### src/rtl/instr_fetch_sequencer.sv
// Program sequencer for a 1-cycle registered instruction RAM: owns the PC, issues
// instructions to the control unit, resolves conditional jumps locally and halts on NOP.
module instr_fetch_sequencer #(
  parameter int ADDR_W     = 9,
  parameter int INSTR_W    = 16,
  parameter int OP_W       = 6,
  parameter int START_ADDR = 0,
  parameter int PROG_DEPTH = 201,
  parameter int OP_NOP     = 46,
  parameter int OP_JUMPNZ  = 47,
  parameter int OP_JUMPZ   = 52
) (
  input  logic                    clk,
  input  logic                    rst_n,
  input  logic                    start,
  output logic [ADDR_W-1:0]       imem_addr,
  input  logic [INSTR_W-1:0]      imem_data,
  output logic [INSTR_W-1:0]      ir,
  output logic [OP_W-1:0]         opcode,
  output logic [INSTR_W-OP_W-1:0] imm,
  output logic                    ir_valid,
  input  logic                    exec_done,
  input  logic                    z_flag,
  output logic [ADDR_W-1:0]       pc,
  output logic                    busy,
  output logic                    halted,
  output logic                    err,
  output logic [15:0]             instr_count
);

  localparam int IMM_W = INSTR_W - OP_W;
  localparam logic [ADDR_W:0]   DEPTH_LIM = (ADDR_W+1)'(PROG_DEPTH);
  localparam logic [ADDR_W-1:0] START_PC  = ADDR_W'(START_ADDR);
  localparam logic [OP_W-1:0]   NOP_OP    = OP_W'(OP_NOP);
  localparam logic [OP_W-1:0]   JNZ_OP    = OP_W'(OP_JUMPNZ);
  localparam logic [OP_W-1:0]   JZ_OP     = OP_W'(OP_JUMPZ);

  typedef enum logic [2:0] {
    S_IDLE,
    S_FETCH,
    S_LOAD,
    S_EXEC,
    S_HALT
  } state_t;

  state_t              state, state_next;
  logic [ADDR_W-1:0]   pc_next;
  logic [INSTR_W-1:0]  ir_next;
  logic                ir_valid_next;
  logic                err_next;
  logic [15:0]         count_next;

  logic [OP_W-1:0]     load_op;
  logic [ADDR_W-1:0]   jump_target;
  logic [ADDR_W-1:0]   pc_inc;
  logic                is_jump;
  logic                jump_taken;
  logic                target_bad;
  logic                inc_bad;
  logic                pc_bad;
  logic [15:0]         count_inc;

  assign load_op     = imem_data[INSTR_W-1:IMM_W];
  assign jump_target = imem_data[ADDR_W-1:0];
  assign pc_inc      = pc + ADDR_W'(1);
  assign is_jump     = (load_op == JZ_OP) || (load_op == JNZ_OP);
  assign jump_taken  = (load_op == JZ_OP) ? z_flag : ~z_flag;
  assign target_bad  = {1'b0, jump_target} >= DEPTH_LIM;
  assign inc_bad     = {1'b0, pc_inc} >= DEPTH_LIM;
  assign pc_bad      = {1'b0, pc} >= DEPTH_LIM;
  assign count_inc   = (instr_count == 16'hFFFF) ? instr_count : instr_count + 16'd1;

  always_ff @(posedge clk or negedge rst_n) begin
    if (!rst_n) begin
      state <= S_IDLE;
    end else begin
      state <= state_next;
    end
  end

  // In EXEC, a high ir_valid marks the first cycle, during which exec_done is ignored.
  always_comb begin
    state_next    = state;
    pc_next       = pc;
    ir_next       = ir;
    ir_valid_next = 1'b0;
    err_next      = err;
    count_next    = instr_count;
    case (state)
      S_IDLE, S_HALT: begin
        if (start) begin
          state_next = S_FETCH;
          pc_next    = START_PC;
          err_next   = 1'b0;
          count_next = 16'd0;
        end
      end
      S_FETCH: begin
        state_next = S_LOAD;
      end
      S_LOAD: begin
        if (is_jump) begin
          if (jump_taken) begin
            if (target_bad) begin
              err_next   = 1'b1;
              state_next = S_HALT;
            end else begin
              pc_next    = jump_target;
              state_next = S_FETCH;
            end
          end else begin
            pc_next = pc_inc;
            if (inc_bad) begin
              err_next   = 1'b1;
              state_next = S_HALT;
            end else begin
              state_next = S_FETCH;
            end
          end
        end else if (load_op == NOP_OP) begin
          state_next = S_HALT;
        end else begin
          ir_next       = imem_data;
          pc_next       = pc_inc;
          ir_valid_next = 1'b1;
          count_next    = count_inc;
          state_next    = S_EXEC;
        end
      end
      S_EXEC: begin
        if (!ir_valid && exec_done) begin
          if (pc_bad) begin
            err_next   = 1'b1;
            state_next = S_HALT;
          end else begin
            state_next = S_FETCH;
          end
        end
      end
      default: begin
        state_next = S_IDLE;
      end
    endcase
  end

  always_ff @(posedge clk or negedge rst_n) begin
    if (!rst_n) begin
      pc          <= START_PC;
      ir          <= '0;
      ir_valid    <= 1'b0;
      err         <= 1'b0;
      instr_count <= 16'd0;
    end else begin
      pc          <= pc_next;
      ir          <= ir_next;
      ir_valid    <= ir_valid_next;
      err         <= err_next;
      instr_count <= count_next;
    end
  end

  assign imem_addr = pc;
  assign opcode    = ir[INSTR_W-1:IMM_W];
  assign imm       = ir[IMM_W-1:0];
  assign busy      = (state == S_FETCH) || (state == S_LOAD) || (state == S_EXEC);
  assign halted    = (state == S_HALT);

endmodule
### config.mk
export PLATFORM = sky130hd
export DESIGN_NAME = instr_fetch_sequencer
export DESIGN_NICKNAME = d
export VERILOG_FILES = /design/src/rtl/instr_fetch_sequencer.sv
export SDC_FILE = /design/constraint.sdc
export NUM_CORES = 1
export LEC_CHECK = 0
export CELL_PAD_IN_SITES_DETAIL_PLACEMENT = 1
export CELL_PAD_IN_SITES_GLOBAL_PLACEMENT = 1
export CORE_ASPECT_RATIO = 1.5
export CORE_MARGIN = 3
export CORE_UTILIZATION = 34
export DETAILED_ROUTE_END_ITERATION = 8
export MAX_ROUTING_LAYER = met4
export PLACE_DENSITY_LB_ADDON = 0.08
export SLEW_MARGIN = 20
export SYNTH_ARGS = -nofsm -noshare
export SYNTH_HDL_FRONTEND = slang
export SYNTH_SLANG_ARGS = --single-unit
### constraint.sdc
create_clock -name clk -period 2.8 [get_ports clk]
set_clock_uncertainty 0.1 [all_clocks]
set_input_delay 0.42 -clock clk [delete_from_list [all_inputs] [get_ports clk]]
set_output_delay 0.42 -clock clk [all_outputs]
set_load 0.01 [all_outputs]
# After elaboration in Yosys (flattened, before gate mapping)
# Index checks and enable logic that the tools add are counted.
# classes
reduce_logical	14
add_sub_neg	2
n_mux	32
eq_ne	19
bitwise	3
order_cmp	3
# op_table
op	n
16-bit two-way mux	4
9-bit two-way mux	5
16-bit case mux with 2 select lines	1
9-bit by 8-bit greater-or-equal comparator with 1-bit output, second input constant	3
3-bit two-way mux	8
6-bit equality test, second input constant	3
9-bit case mux with 2 select lines	1
16-bit by 1-bit adder with 16-bit output, second input constant	1
16-bit equality test, second input constant	1
2-bit != test, second input constant	7
3-bit case mux with 4 select lines	1
1-bit two-way mux	11
9-bit by 1-bit adder with 9-bit output, second input constant	1
3-bit != test, second input constant	3
7-bit AND reduction	1
3-bit by 2-bit equality test with 1-bit output, second input constant	2
5-bit AND reduction	1
4-bit != test, second input constant	1
4-bit AND reduction	1
3-bit by 1-bit equality test with 1-bit output, second input constant	1
3-bit equality test, second input constant	1
3-bit zero test	1
1-bit logical OR	3
1-bit inverter	3
8 further kinds	8
# word_totals
word_cells	79
input_bits	21
register_bits	46
out_inout_bits	70

# Longest topological paths before layout
# depth
word_depth	6
depth_mapped	9
depth_no_buf	8

# Least setup slack after synthesis
# Ideal clock, no wire load.
# synth_path
path_kind	register to register
startpoint	reg pc[1] (netlist: imem_addr[1])
endpoint	reg state[0]
path_buffers	0
slack_ps	596
synth_period_minus_slack_ps	2204
arrival_time_ps	1981
setup_time_ps	124
required_ps	2576
path_stages_with_launch	8
path_cell_list	dfrtp_1 -> ha_1 -> and4_1 -> nand2_1 -> o31a_1 -> a211oi_2 -> o21ai_1 -> a211o_1
# synth_between
elab_chain_len	6
elab_cells_between_ends	9
cone_classes	1 x add/sub; 2 x order compare; 6 x mux
# synth_lines
item	line_no	text
start, declared	24	output logic [ADDR_W-1:0] pc,
start signal, assigned	154	pc <= pc_next;
9-bit by 1-bit adder with 9-bit output	65	assign pc_inc = pc + ADDR_W'(1);
9-bit by 8-bit greater-or-equal comparator with 1-bit output	69	assign inc_bad = {1'b0, pc_inc} >= DEPTH_LIM;
3-bit two-way mux	113	if (inc_bad) begin
3-bit two-way mux	103	if (jump_taken) begin
3-bit two-way mux	102	if (is_jump) begin
3-bit case mux with 4 select lines (*)	89	case (state)
end signal, assigned	77	state <= state_next;
end, declared	46	state_t state, state_next;
# Mark *: on every way between the ends. The rest lies on a longest branch, timed or not. The select of a mux whose other input is x is not followed.
# A chain may end at the register's enable or synchronous reset.

# Worst setup path after layout
# layout_path
startpoint	in imem_data[14]
endpoint	reg instr_count[15]
# layout_between
elab_chain_len	4
elab_cells_between_ends	7
cone_classes	5 x eq/ne; 2 x reduce/logical
# layout_lines
item	line_no	text
start, declared	17	input logic [INSTR_W-1:0] imem_data,
6-bit equality test	66	assign is_jump = (load_op == JZ_OP) || (load_op == JNZ_OP);
1-bit logical OR	66	
2-bit != test (no line)	-	
5-bit AND reduction (no line) (*)	-	
end signal, assigned	158	instr_count <= count_next;
end, declared	28	output logic [15:0] instr_count
# Mark *: on every way between the ends. The rest lies on a longest branch, timed or not.

==> out/metrics.yaml <==
synthesis:
  synth_cell_types: 51
  synth_edf_count: 0
  postSynthAreaPerCell_um2: 8.92
  ys_seq_area_frac: 0.412
  synth_area_mm2: 0.00279
  ys_warn_count: 0
  syn_nets: 338
  syn_inst: 313
  ys_ff_latch: 46
  synth_top_flop_cell: "dfrtp_1"
  ys_async_sr_fraction: 1.00
floorplan:
  core_mm2: 0.00781
  rows: 39
  pin_count: 91
  start_util: 0.358
  fp.dieArea_mm2: 0.00936
  die_h_um: 117
  die_w_um: 80
power:
  ir_drop_uv: 432
  p_leak_nw: 1.56
  power_density_mw_per_mm2: 903
  power.total_mw: 3.44
worst_setup_path:
  worstSetupPathType: "primary input to flip-flop"
  arrival_ns: 2.51
  cp-start-kind: "primary input"
  path_max_fanout: 6
  worstPathRequired_ns: 2.87
  cp-end-kind: "flip-flop"
finish:
  n_fill_cell: 932
  final_nets: 410
  final_common_cell: "clkdlybuf4s50_1"
  diodes: 0
  drive_gt1_frac: 0.109
  final_cells: 488
  layout_common_cells: "clkdlybuf4s50_1, dfrtp_1, nand2_1"
  area_growth_pct: 36.3
timing:
  maxSlewViolCount: 0
  finalCritPeriodShare: 0.872
  rsz0062_at_grt: "false"
  relSlewSlack: 0.461
  hold_viol: 0
  tightest_slew_ns: 0.802
  fmax_ghz: 0.409
  tns_ns: 0
  setup_viol: 0
  fin_crit_ns: 2.44
drt:
  drtIter0Drc: 118
  post-route-drc-count: 0
  drt.antenna.violating_nets: 0
  routed_wl_mm: 8.45
  post_drt_wl_per_cell_um: 17.3
  drt_pass1_iterations: 4
  viasPerCell: 5.27
  vias: 2570
clock_tree:
  cts_hold_buf: 0
  clock_path_buffers: 2
  clock_latency_ns: 0.29
  cts_root_buffer: "clkbuf_16"
  htree_levels: 2
  clock_sinks: 46
  clk_pin_slew_worst_paths_ns: 0.07
  cts_setup_buffers: 0
  tritoncts: "built"
  ctsResizeCount: 0
  cts_made_buffers: 5
global_route:
  antenna_found_initial: 0
  grt_usage: 0.200
  grt_max_degree: 47
  grt_overflow_total: 0
  grt_first_pass_wirelength_mm: 14.3
  grt_pass1_vias: 2840
place:
  dp.cells: 480
  hpwl_mm: 6.52
  gp_congestion: 0.886
  io_buffers: 90
run:
  cap_violations: 0
status:
  status: "finished, final reports clean"
min_path:
  hold_class: "primary input to async pin"
## final timing paths
path | endpoint | cells after the start | slack [ns] | from
worst max-delay path | instr_count[15] | 7 | 0.36 | imem_data[14]
worst min-delay path | ir[7] | 2 | 0.12 | rst_n
worst max register to register | state[0] | 7 | 0.40 | imem_addr[1]
worst min register to register | ir[9] | 2 | 0.41 | ir[9]
max in group asynchronous | instr_count[3] | 2 | 2.06 | rst_n
min in group clk | ir[9] | 2 | 0.41 | ir[9]
## cell type report
| class | count | area (um2) | area share |
|---|---|---|---|
| Multi-Input combinational cell | 218 | 1350 | 0.355 |
| Sequential cell | 46 | 1150 | 0.302 |
| Clock inverter | 3 | 21.3 | 0.00559 |
| Timing Repair Buffer | 102 | 986 | 0.259 |
| Clock buffer | 5 | 125 | 0.0329 |
| Inverter | 12 | 45.0 | 0.0118 |
| Tap cell | 102 | 128 | 0.0335 |
## logic make-up after synthesis
family / synth area share
AND/OR/NAND/NOR: 0.243
buffers and inverters: 0.104
AO/OA/AOI/OAI: 0.116
flip-flops: 0.412
XOR/XNOR: 0.0470
multiplexers: 0.0596
adder cells (fa/ha/maj): 0.0179
## critical path, stage by stage
cell	delay, ns
clkdlybuf4s50_1	0.51
or4b_2	0.65
a21oi_1	0.28
o31ai_1	0.25
nand4_1	0.18
xor2_1	0.15
nor2_1	0.06
## Yosys cell counts (3+ instances only)
library cell / n / share of area
and3_1: 5 / 0.011
nor3_1: 10 / 0.018
nand2b_1: 3 / 0.0067
and2_1: 4 / 0.0090
nor4_1: 4 / 0.0090
xnor2_1: 3 / 0.0094
o21ai_0: 8 / 0.014
dfrtp_1: 46 / 0.41
a21oi_1: 10 / 0.018
ha_1: 4 / 0.018
mux2_2: 13 / 0.052
inv_1: 12 / 0.016
o31ai_1: 3 / 0.0081
nand4_1: 9 / 0.020
nand3b_1: 3 / 0.0081
nand3_1: 20 / 0.036
nand2_1: 33 / 0.044
a31oi_1: 6 / 0.013
nor2_1: 30 / 0.040
xor2_1: 12 / 0.038
o22ai_1: 3 / 0.0067
or2_2: 3 / 0.0067
o211ai_1: 3 / 0.0081
buf_4: 27 / 0.073
clkbuf_1: 5 / 0.0067
## flip-flops by register name, summed over array words and instances, names as in the netlist
| name | flops |
|---|---|
| ir | 16 |
| state | 3 |
| imem_addr | 9 |
| instr_count | 16 |
| ir_valid | 1 |
| err | 1 |
## metrics by stage
| stage | setup slack, ns | hold WS [ns] | instance area, um2 | util |
|---|---|---|---|---|
| after floorplan | 0.596 | 0.0244 | 2790 | - |
| after global placement | 0.0818 | 0.394 | 3660 | 0.469 |
| after global routing | 0.184 | 0.181 | 3810 | 0.488 |
| after detailed placement | 0.0349 | 0.393 | 3660 | 0.469 |
| final | 0.357 | 0.124 | 3810 | 0.488 |
| after CTS | 0.342 | 0.157 | 3810 | 0.488 |
## where the power goes
part / internal, mW / switching [mW]
Sequential: 0.874 / 0.240
Combinational: 0.945 / 0.775
Clock: 0.331 / 0.273
## metal layers
metal	part of all wire	routed length (um)	global-route usage
met4	0.017	144	0.0598
met5	0	0	-
met3	0.027	231	0.0260
met1	0.40	3340	0.224
met2	0.56	4730	0.367
(Power assumes the default switching activity.)
